==> src/rtl/router_pkg.sv <==
// Shared constants and header decode helper for the router output FIFO.
package router_pkg;

    localparam int DATA_W      = 8;
    localparam int DEPTH       = 16;
    localparam int PTR_W       = $clog2(DEPTH) + 1;
    localparam int LEN_W       = 7;
    localparam int HDR_LEN_MSB = 7;
    localparam int HDR_LEN_LSB = 2;

    // Bytes still to come after a header: payload length plus the parity byte.
    function automatic logic [LEN_W-1:0] hdr_count(input logic [7:0] hdr);
        return {1'b0, hdr[HDR_LEN_MSB:HDR_LEN_LSB]} + {{(LEN_W-1){1'b0}}, 1'b1};
    endfunction

endpackage

==> src/rtl/router_fifo_if.sv <==
// Write/read handshake bundle between router_sync/consumer (master) and the FIFO (slave).
interface router_fifo_if #(
    parameter int DATA_W = 8
);

    logic              write_enb;
    logic              read_enb;
    logic              lfd_state;
    logic [DATA_W-1:0] data_in;
    logic [DATA_W-1:0] data_out;
    logic              full;
    logic              empty;

    modport master (
        output write_enb, read_enb, lfd_state, data_in,
        input  data_out, full, empty
    );

    modport slave (
        input  write_enb, read_enb, lfd_state, data_in,
        output data_out, full, empty
    );

endinterface

==> src/rtl/router_fifo_mem.sv <==
// DEPTH x WORD_W storage array: synchronous write, read word presented for the current read pointer.
module router_fifo_mem #(
    parameter int DEPTH  = 16,
    parameter int WORD_W = 9,
    parameter int AW     = 4
) (
    input  logic              clock,
    input  logic              wr_en,
    input  logic [AW-1:0]     wr_addr,
    input  logic [WORD_W-1:0] wr_data,
    input  logic [AW-1:0]     rd_addr,
    output logic [WORD_W-1:0] rd_word
);

    logic [WORD_W-1:0] mem_q [DEPTH];

    // Storage is intentionally not reset; pointers define what is valid.
    always_ff @(posedge clock) begin
        if (wr_en) begin
            mem_q[wr_addr] <= wr_data;
        end
    end

    assign rd_word = mem_q[rd_addr];

endmodule

==> src/rtl/router_fifo.sv <==
// Router output-port FIFO with header-driven packet counter and idle data_out clearing.
// Optional sticky overflow output enabled by defining ROUTER_FIFO_OVF_FLAG_EN.
module router_fifo #(
    parameter int DEPTH  = router_pkg::DEPTH,
    parameter int DATA_W = router_pkg::DATA_W
) (
    input  logic          clock,
    input  logic          resetn,
    input  logic          soft_reset,
    router_fifo_if.slave  bus
`ifdef ROUTER_FIFO_OVF_FLAG_EN
    ,
    output logic          overflow
`endif
);

    import router_pkg::*;

    localparam int AW = $clog2(DEPTH);
    localparam int PW = AW + 1;

    localparam logic [PW-1:0]    PTR_ONE = {{(PW-1){1'b0}}, 1'b1};
    localparam logic [LEN_W-1:0] CNT_ONE = {{(LEN_W-1){1'b0}}, 1'b1};

    logic [PW-1:0]     wr_ptr_q, wr_ptr_d;
    logic [PW-1:0]     rd_ptr_q, rd_ptr_d;
    logic [LEN_W-1:0]  pkt_cnt_q, pkt_cnt_d;
    logic [DATA_W-1:0] data_out_q, data_out_d;
    logic [DATA_W:0]   rd_word_s;
    logic              full_s, empty_s, wr_fire_s, rd_fire_s;

    assign empty_s   = (wr_ptr_q == rd_ptr_q);
    assign full_s    = (wr_ptr_q[AW] != rd_ptr_q[AW]) && (wr_ptr_q[AW-1:0] == rd_ptr_q[AW-1:0]);
    assign wr_fire_s = bus.write_enb & ~full_s;
    assign rd_fire_s = bus.read_enb & ~empty_s;

    router_fifo_mem #(
        .DEPTH  (DEPTH),
        .WORD_W (DATA_W + 1),
        .AW     (AW)
    ) u_mem (
        .clock   (clock),
        .wr_en   (wr_fire_s & soft_reset),
        .wr_addr (wr_ptr_q[AW-1:0]),
        .wr_data ({bus.lfd_state, bus.data_in}),
        .rd_addr (rd_ptr_q[AW-1:0]),
        .rd_word (rd_word_s)
    );

    // Next-state for pointers, packet counter and output register; soft reset overrides traffic.
    always_comb begin
        wr_ptr_d   = wr_ptr_q;
        rd_ptr_d   = rd_ptr_q;
        pkt_cnt_d  = pkt_cnt_q;
        data_out_d = data_out_q;
        if (!soft_reset) begin
            wr_ptr_d   = {PW{1'b0}};
            rd_ptr_d   = {PW{1'b0}};
            pkt_cnt_d  = {LEN_W{1'b0}};
            data_out_d = {DATA_W{1'b0}};
        end else begin
            if (wr_fire_s) begin
                wr_ptr_d = wr_ptr_q + PTR_ONE;
            end else begin
                wr_ptr_d = wr_ptr_q;
            end
            if (rd_fire_s) begin
                rd_ptr_d   = rd_ptr_q + PTR_ONE;
                data_out_d = rd_word_s[DATA_W-1:0];
                if (rd_word_s[DATA_W]) begin
                    pkt_cnt_d = hdr_count(rd_word_s[7:0]);
                end else if (pkt_cnt_q != {LEN_W{1'b0}}) begin
                    pkt_cnt_d = pkt_cnt_q - CNT_ONE;
                end else begin
                    pkt_cnt_d = pkt_cnt_q;
                end
            end else if (pkt_cnt_q == {LEN_W{1'b0}}) begin
                data_out_d = {DATA_W{1'b0}};
            end else begin
                data_out_d = data_out_q;
            end
        end
    end

    // State registers with synchronous active-low reset.
    always_ff @(posedge clock) begin
        if (!resetn) begin
            wr_ptr_q   <= {PW{1'b0}};
            rd_ptr_q   <= {PW{1'b0}};
            pkt_cnt_q  <= {LEN_W{1'b0}};
            data_out_q <= {DATA_W{1'b0}};
        end else begin
            wr_ptr_q   <= wr_ptr_d;
            rd_ptr_q   <= rd_ptr_d;
            pkt_cnt_q  <= pkt_cnt_d;
            data_out_q <= data_out_d;
        end
    end

    assign bus.data_out = data_out_q;
    assign bus.full     = full_s;
    assign bus.empty    = empty_s;

`ifdef ROUTER_FIFO_OVF_FLAG_EN
    logic overflow_q, overflow_d;

    // Sticky flag: any write attempt while full, cleared only by a flush.
    always_comb begin
        overflow_d = overflow_q;
        if (!soft_reset) begin
            overflow_d = 1'b0;
        end else if (bus.write_enb && full_s) begin
            overflow_d = 1'b1;
        end else begin
            overflow_d = overflow_q;
        end
    end

    // Overflow register.
    always_ff @(posedge clock) begin
        if (!resetn) begin
            overflow_q <= 1'b0;
        end else begin
            overflow_q <= overflow_d;
        end
    end

    assign overflow = overflow_q;
`endif

endmodule

==> src/flat_wrapper.sv <==
// flat-port wrapper written by rule: the top's interface ports become plain ports
module router_fifo_flat import router_pkg::*;
#(
    parameter int DEPTH  = router_pkg::DEPTH,
    parameter int DATA_W = router_pkg::DATA_W
)
  (clock, resetn, soft_reset, bus_write_enb, bus_read_enb, bus_lfd_state, bus_data_in, bus_data_out, bus_full, bus_empty);
  router_fifo_if #(.DATA_W(DATA_W)) bus_i ();
  input  logic clock;
  input  logic resetn;
  input  logic soft_reset;
  input wire logic [$bits(bus_i.write_enb)-1:0] bus_write_enb;
  input wire logic [$bits(bus_i.read_enb)-1:0] bus_read_enb;
  input wire logic [$bits(bus_i.lfd_state)-1:0] bus_lfd_state;
  input wire logic [$bits(bus_i.data_in)-1:0] bus_data_in;
  output wire logic [$bits(bus_i.data_out)-1:0] bus_data_out;
  output wire logic [$bits(bus_i.full)-1:0] bus_full;
  output wire logic [$bits(bus_i.empty)-1:0] bus_empty;
  assign bus_i.write_enb = bus_write_enb;
  assign bus_i.read_enb = bus_read_enb;
  assign bus_i.lfd_state = bus_lfd_state;
  assign bus_i.data_in = bus_data_in;
  assign bus_data_out = bus_i.data_out;
  assign bus_full = bus_i.full;
  assign bus_empty = bus_i.empty;
  router_fifo #(.DEPTH(DEPTH), .DATA_W(DATA_W)) u_core (.clock(clock), .resetn(resetn), .soft_reset(soft_reset), .bus(bus_i));
endmodule
==> config.mk <==
export PLATFORM = sky130hd
export DESIGN_NAME = router_fifo_flat
export DESIGN_NICKNAME = d
export VERILOG_FILES = /design/src/rtl/router_pkg.sv /design/src/rtl/router_fifo_if.sv /design/src/rtl/router_fifo_mem.sv /design/src/rtl/router_fifo.sv /design/src/flat_wrapper.sv
export SDC_FILE = /design/constraint.sdc
export NUM_CORES = 1
export LEC_CHECK = 0
export BUFFER_PORTS_ARGS = -buffer_cell sky130_fd_sc_hd__clkbuf_2
export CORE_MARGIN = 4
export CORE_UTILIZATION = 40
export DETAILED_ROUTE_END_ITERATION = 12
export SLEW_MARGIN = 20
export SYNTH_ARGS = -nofsm -noshare
export SYNTH_HDL_FRONTEND = slang
export SYNTH_SLANG_ARGS = --single-unit
==> constraint.sdc <==
create_clock -name clock -period 3.6 [get_ports clock]
set_input_delay 0.72 -clock clock [delete_from_list [all_inputs] [get_ports clock]]
set_output_delay 0.72 -clock clock [all_outputs]
set_load 0.01 [all_outputs]
==> flow_summary.ini, run 1 <==
[status]
status = complete, no violations

[global_route]
antenna_found_initial = 0
grt_pass1_vias = 3847
grt_max_degree = 28
grt_pass1_wl_um = 22300
grt_overflow_total = 0
grt_use_total_pct = 15.3

[timing]
setup_tns_ps = 0
period_share_pct = 78.6
finalSetupViolations = 0
worst_hold_slack_ps = 466
max_freq_ghz = 0.354
rsz0062_at_grt = no
period_minus_slack_ps = 2830
fin_ws_ps = 771
finalHoldViolCount = 0
max_slew_margin_pct = 37.4
max_slew.worst_pin.slew_ps = 937
skew_ps = 11.1
report.final.slew_viol_count = 0

[power_and_ir_drop]
power_mw = 4.08
powerDensity_nw_per_um2 = 514
vdd_drop_max_uv = 396
p_leak_nw = 2.55

[floorplan]
die_y_um = 139
die-area_um2 = 19400
num_rows = 47
die-width_um = 139
initial_core_util_pct = 41.2
ioPinCount = 24
core_area_um2 = 16800

[clocking]
ctsResizeCount = 0
cts_num_sinks = 173
clk_latency_ps = 430
cts-root-buf = clkbuf_16
ctsLongestPathBuffers = 2
cts_tree = built
htreeDepth = 4
ctsHoldBuffers = 0
cts_inserted_buffers = 17
path_clk_slew_ps = 70
post_cts_buffers = 0

[run]
cap_violations = 0

[detailed_routing]
routed_wl_um = 14400
via_per_inst = 5.38
drc_errors = 0
ant_nets = 0
via_count = 3709
dr.pass1.iters = 4
wl_per_cell_um = 20.9
drt_iter0_markers = 297

[critical_path]
r2r_cells = 7
worst-setup-path-type = flip-flop to flip-flop
slowest_delay_ps = 560
crit_buf_inv = 1
path_max_fanout = 11
cp-start-kind = flip-flop
crit_slowest_cell = dfxtp_2
r2r_slack_ps = 770
timing.rr.end = u_core.pkt_cnt_q[5]
endpoint_kind = flip-flop
cp_top_family = compound AO/OA/AOI/OAI gates
worstPathArrival_ps = 3100
cp_data_required_time_ps = 3870
path_cells = buf_4 > mux4_2 > a22oi_1 > nand2_1 > and4_1 > a211oi_1 > a211oi_2

[placement]
gp_congestion = 0.818
placed_area_um2 = 7380
port_buffers = 23
dp_slack_ps = 770
dp.cells = 658
dp_hpwl_um = 9380

[worst_hold_path]
hold_depth = 2
hold-path-endpoint = u_core.bus.data_out[6]
hp-start = u_core.bus.data_out[6]
hp-class = flip-flop to flip-flop

[finish]
post-route-util_pct = 47.4
diodes = 0
nets = 478
layout.cells.non_filler = 689
areaGrowthSynthToFinish_pct = 15.1
nFillCells = 1390
seq_area_um2 = 4910
multiInputGateArea_um2 = 1880
postLayoutCellArea_um2 = 7950
layout-drive-gt1-share_pct = 24.7

[logic_synthesis]
syn_inst = 411
synth-seq-cells = 173
syn-num-nets = 432
syn_area_um2 = 6900
syn_area_per_cell_um2 = 16.8
synth_seq_area_share_pct = 71.0
synth.distinct_cells = 39
synth_warnings = 0
[power by group]
| group | leakage (nW) | total (mW) | switching [mW] | internal, mW |
|---|---|---|---|---|
| clock network | 0.265 | 1.77 | 0.748 | 1.02 |
| logic | 0.750 | 0.129 | 0.0844 | 0.0450 |
| registers | 1.53 | 2.18 | 0.00655 | 2.18 |
[cells by family (layout without fill, tap and decap cells)]
group | after synthesis | after routing | share of synthesized area, %
flip-flops | 173 | 173 | 71.0
AND/OR/NAND/NOR | 102 | 102 | 6.56
AO/OA/AOI/OAI | 47 | 47 | 4.44
multiplexers | 39 | 39 | 12.7
buffers and inverters | 25 | 83 | 1.69
XOR/XNOR | 18 | 18 | 2.28
adder cells (fa/ha/maj) | 7 | 7 | 1.27
[metal layers]
metal / wire, um / up-vias / global-route usage, % / share of wire [%]
li1: - / 1695 / - / -
met1: 6140 / 1878 / 19.9 / 43
met2: 7170 / 115 / 25.0 / 50
met3: 794 / 21 / 3.84 / 5.5
met4: 295 / 0 / 5.72 / 2.0
met5: 0 / - / 0 / 0
[how the worst max path moves through the flow]
stage / cells after the start / to
2_1_floorplan: 10 / u_core.pkt_cnt_q[2]
3_3_place_gp: 6 / u_core.pkt_cnt_q[5]
3_5_place_dp: 6 / u_core.pkt_cnt_q[5]
4_1_cts: 6 / u_core.pkt_cnt_q[5]
5_1_grt: 7 / u_core.pkt_cnt_q[5]
6_report: 7 / u_core.pkt_cnt_q[5]
[cell type report]
cell class                 count  share of cell area, %
tap                          220                   3.46
clock inverter                12                   1.72
sequential                   173                   61.7
timing repair buffer          47                   3.72
inverter                       5                  0.236
multi-input combinational    213                   23.7
clock buffer                  19                   5.45
[layout by cell type (no fill, tap or decap), drive strengths merged]
cell type  synthesis  final
edfxtp           144    144
clkbuf            12     42
nor2              39     39
mux4              39     39
nand2             29     29
dfxtp             29     29
buf                8     24
a21oi             14     14
nand3             11     11
a22oi             10     10
xor2               9      9
xnor2              9      9
o21ai              9      9
inv                5      8
ha                 7      7
nand4              6      6
nor3               4      4
clkinvlp           0      4
or3                3      3
a211oi             3      3
clkinv             0      3
nor2b              2      2
and2               2      2
o21a               2      2
nand2b             2      2
a221oi             2      2
a31oi              2      2
bufinv             0      2
nand3b             1      1
and3               1      1
a22o               1      1
and4               1      1
o31ai              1      1
nor4               1      1
o2bb2ai            1      1
o221a              1      1
o211ai             1      1
[cells in the mapped netlist]
cell type / count / area, um^2
a211oi_1: 2 / 15.0
o211ai_1: 1 / 7.51
o21a_1: 2 / 15.0
nor2_1: 39 / 146
a31oi_1: 2 / 12.5
a22o_1: 1 / 8.76
o31ai_1: 1 / 7.51
nor2b_1: 2 / 12.5
a22oi_1: 10 / 75.1
inv_1: 5 / 18.8
o21ai_1: 1 / 5.00
a221oi_1: 2 / 17.5
nand3b_1: 1 / 7.51
dfxtp_1: 29 / 581
or3_1: 3 / 18.8
buf_4: 1 / 7.51
ha_1: 7 / 87.6
and4_1: 1 / 8.76
buf_2: 3 / 15.0
and3_1: 1 / 6.26
a211oi_2: 1 / 12.5
nor3_1: 4 / 20.0
buf_6: 2 / 22.5
a21oi_1: 14 / 70.1
o2bb2ai_1: 1 / 8.76
nor4_1: 1 / 6.26
o221a_1: 1 / 11.3
edfxtp_1: 144 / 4320
nand3_1: 11 / 55.1
buf_1: 2 / 7.51
nand2_1: 29 / 109
clkbuf_1: 12 / 45.0
o21ai_0: 8 / 40.0
nand2b_1: 2 / 12.5
xnor2_1: 9 / 78.8
mux4_2: 39 / 878
nand4_1: 6 / 37.5
xor2_1: 9 / 78.8
and2_1: 2 / 12.5
[flip-flops by register name, indices dropped and copies added, names as in the netlist, named ones only]
| name | count |
|---|---|
| u_core.rd_ptr_q | 5 |
| u_core.bus.data_out | 8 |
| u_core.wr_ptr_q | 5 |
| u_core.pkt_cnt_q | 7 |
| u_core.u_mem.mem_q | 144 |
[worst reg2reg max path: stages, from the launching register on]
cell	delay, ps
dfxtp_2	560
buf_4	280
mux4_2	520
a22oi_1	330
nand2_1	300
and4_1	290
a211oi_1	300
a211oi_2	100
No activity file was read; power rests on OpenSTA's default activity.
==> run 2, diff against run 1 <==
==> constraint.sdc (replaced) <==
create_clock -name clock -period 2.6 [get_ports clock]
set_input_delay 0.52 -clock clock [delete_from_list [all_inputs] [get_ports clock]]
set_output_delay 0.52 -clock clock [all_outputs]
set_load 0.01 [all_outputs]
==> run 2 against run 1 <==
  * Clock power increased by 50%
  * Total power increased by 44%
  * Setup slack got worse by 580 ps
  * Global-route usage increased by 0.21 points
  * Core utilization increased by 1.1 points
  * Hold slack about the same
  * Non-clock buffer count increased by 11
  * Sequential share of layout area decreased by 1.3 points
==> flow_summary.ini, run 2 (synthesis results as in run 1) <==
[critical_path]
timing.rr.end = u_core.pkt_cnt_q[2]
worst-setup-path-type = flip-flop to flip-flop
worstSetupPathDepth = 9
timing.critical_path.mode_cell = buf_12
cp_data_required_time_ps = 2890
cp-start-kind = flip-flop
crit_buf_inv = 2
r2r_slack_ps = 190
worstPathArrival_ps = 2700
r2r_cells = 9
cp_top_family = multiplexers
path_max_fanout = 15
slowest_delay_ps = 510
endpoint_kind = flip-flop
crit_slowest_cell = mux4_2
path_cells = buf_12 > buf_12 > mux4_2 > a22oi_1 > nand2_1 > ha_1 > xor2_1 > o211ai_1 > a21oi_1
endpoint = u_core.pkt_cnt_q[2]

[finish]
final_common_cell = edfxtp_1
largest_reg_flops = 144
areaGrowthSynthToFinish_pct = 17.7
nets = 489
layout-drive-gt1-share_pct = 27.3
postLayoutCellArea_um2 = 8130
top_register = u_core.u_mem.mem_q
diodes = 0
final_cell_mix = edfxtp_1 (144), mux4_2 (39), nor2_1 (36)

[placement]
dp_slack_ps = 159
placed_area_um2 = 7510
dp_hpwl_um = 9260
gp_congestion = 0.784
port_buffers = 23

[detailed_routing]
drt_iter0_markers = 300
wl_met1_um = 6540
wl_met2_um = 6800
wl_per_cell_um = 20.5
ant_nets = 0
routed_wl_um = 14300
dr.pass1.iters = 4
top_layer_used = met4
met3_length_um = 803
via_per_inst = 5.26
drc_errors = 0
via_count = 3681

[floorplan]
initial_core_util_pct = 41.2
ioPinCount = 24
core_area_um2 = 16800
num_rows = 47
die_y_um = 139
die-width_um = 139
die-area_um2 = 19400

[global_route]
grt_pass1_vias = 3778
grt_pass1_wl_um = 22500
grt_overflow_total = 0
grt_max_degree = 37
antenna_found_initial = 0
grt_use_total_pct = 15.5

[clocking]
ctsLongestPathBuffers = 2
htreeDepth = 4
cts_num_sinks = 173
cts_inserted_buffers = 17
cts-root-buf = clkbuf_16
clk_latency_ps = 430
post_cts_buffers = 0
path_clk_slew_ps = 60
cts_tree = built

[timing]
max_slew.worst_pin.slew_ps = 715
finalHoldViolCount = 0
period_share_pct = 92.6
finalSetupViolations = 0
report.final.slew_viol_count = 0
period_minus_slack_ps = 2410
max_freq_ghz = 0.415
fin_ws_ps = 192
max_slew_margin_pct = 52.3
skew_ps = 9.08

[power_and_ir_drop]
powerDensity_nw_per_um2 = 721
power_switching_mw = 1.17
seq_power_share_pct = 51.5
power_frac_comb_pct = 3.3
clkPwrFrac_pct = 45.1
p_int_mw = 4.70
vdd_drop_max_uv = 436
switching_share_pct = 19.9
p_leak_nw = 2.64
power_mw = 5.86

[run]
cap_violations = 0

[worst_hold_path]
hp-class = flip-flop to flip-flop

[status]
status = complete, no violations
run 2: changes by cell type in the layout (fill, tap and decap cells not counted), sizes merged:
cell	before	now
buf	24	35
bufinv	2	4
clkbuf	42	41
clkinv	3	2
clkinvlp	4	3
inv	8	9
run 2: final cells by class:
class	instances	area, um^2
fillers	1377	8630
flip-flops and latches	173	4910
multi-input cells	213	1890
clock buffers	18	429
repair buffers	58	419
well taps	220	275
clock inverters	13	186
inverters	5	18.8
run 2: worst reg2reg max path, cell delays in order (launching register included):
cell      delay [ps]
dfxtp_2          360
buf_12           190
buf_12           170
mux4_2           510
a22oi_1          200
nand2_1          160
ha_1             270
xor2_1           160
o211ai_1         160
a21oi_1           80
run 2: per-layer routing:
| metal | vias to the layer above | global-route usage [%] |
|---|---|---|
| met5 | - | 0 |
| met4 | 0 | 4.79 |
| met3 | 17 | 3.77 |
| met2 | 96 | 24.0 |
| met1 | 1852 | 21.9 |
| li1 | 1716 | - |
run 2: how the worst min path moves through the flow:
stage,from,to,slack (ps),cells past startpoint
after global placement,u_core.bus.data_out[5],u_core.bus.data_out[5],450,2
after global routing,u_core.bus.data_out[4],u_core.bus.data_out[4],500,2
after floorplan,u_core.pkt_cnt_q[2],u_core.pkt_cnt_q[2],440,2
after CTS,u_core.bus.data_out[4],u_core.bus.data_out[4],470,2
after detailed placement,u_core.bus.data_out[4],u_core.bus.data_out[4],460,2
final,u_core.bus.data_out[3],u_core.bus.data_out[3],470,2
run 2: power by group through the flow:
| stage | registers, mW | logic [mW] | clock network, mW |
|---|---|---|---|
| floorplan | 3.08 | 0.107 | 0 |
| global placement | 3.08 | 0.193 | 0 |
| detailed placement | 3.08 | 0.197 | 0 |
| CTS | 3.02 | 0.198 | 2.70 |
| global route | 3.02 | 0.218 | 2.83 |
| finish | 3.02 | 0.195 | 2.65 |
run 2: repair_timing:
| action | in CTS | in global routing |
|---|---|---|
| resized for setup | 0 | 1 |
| hold buffers | 0 | 0 |
| endpoints found under the setup margin | 0 | 1 |
run 2: through the flow:
stage | std cells | setup TNS (ps) | util, % | hold slack (ps)
detailed placement | 669 | 0 | 44.8 | 461
CTS | 700 | 0 | 48.5 | 470
global placement | 669 | 0 | 44.7 | 453
global route | 700 | -3.29 | 48.5 | 497
floorplan | 411 | 0 | - | 444
finish | 700 | 0 | 48.5 | 466
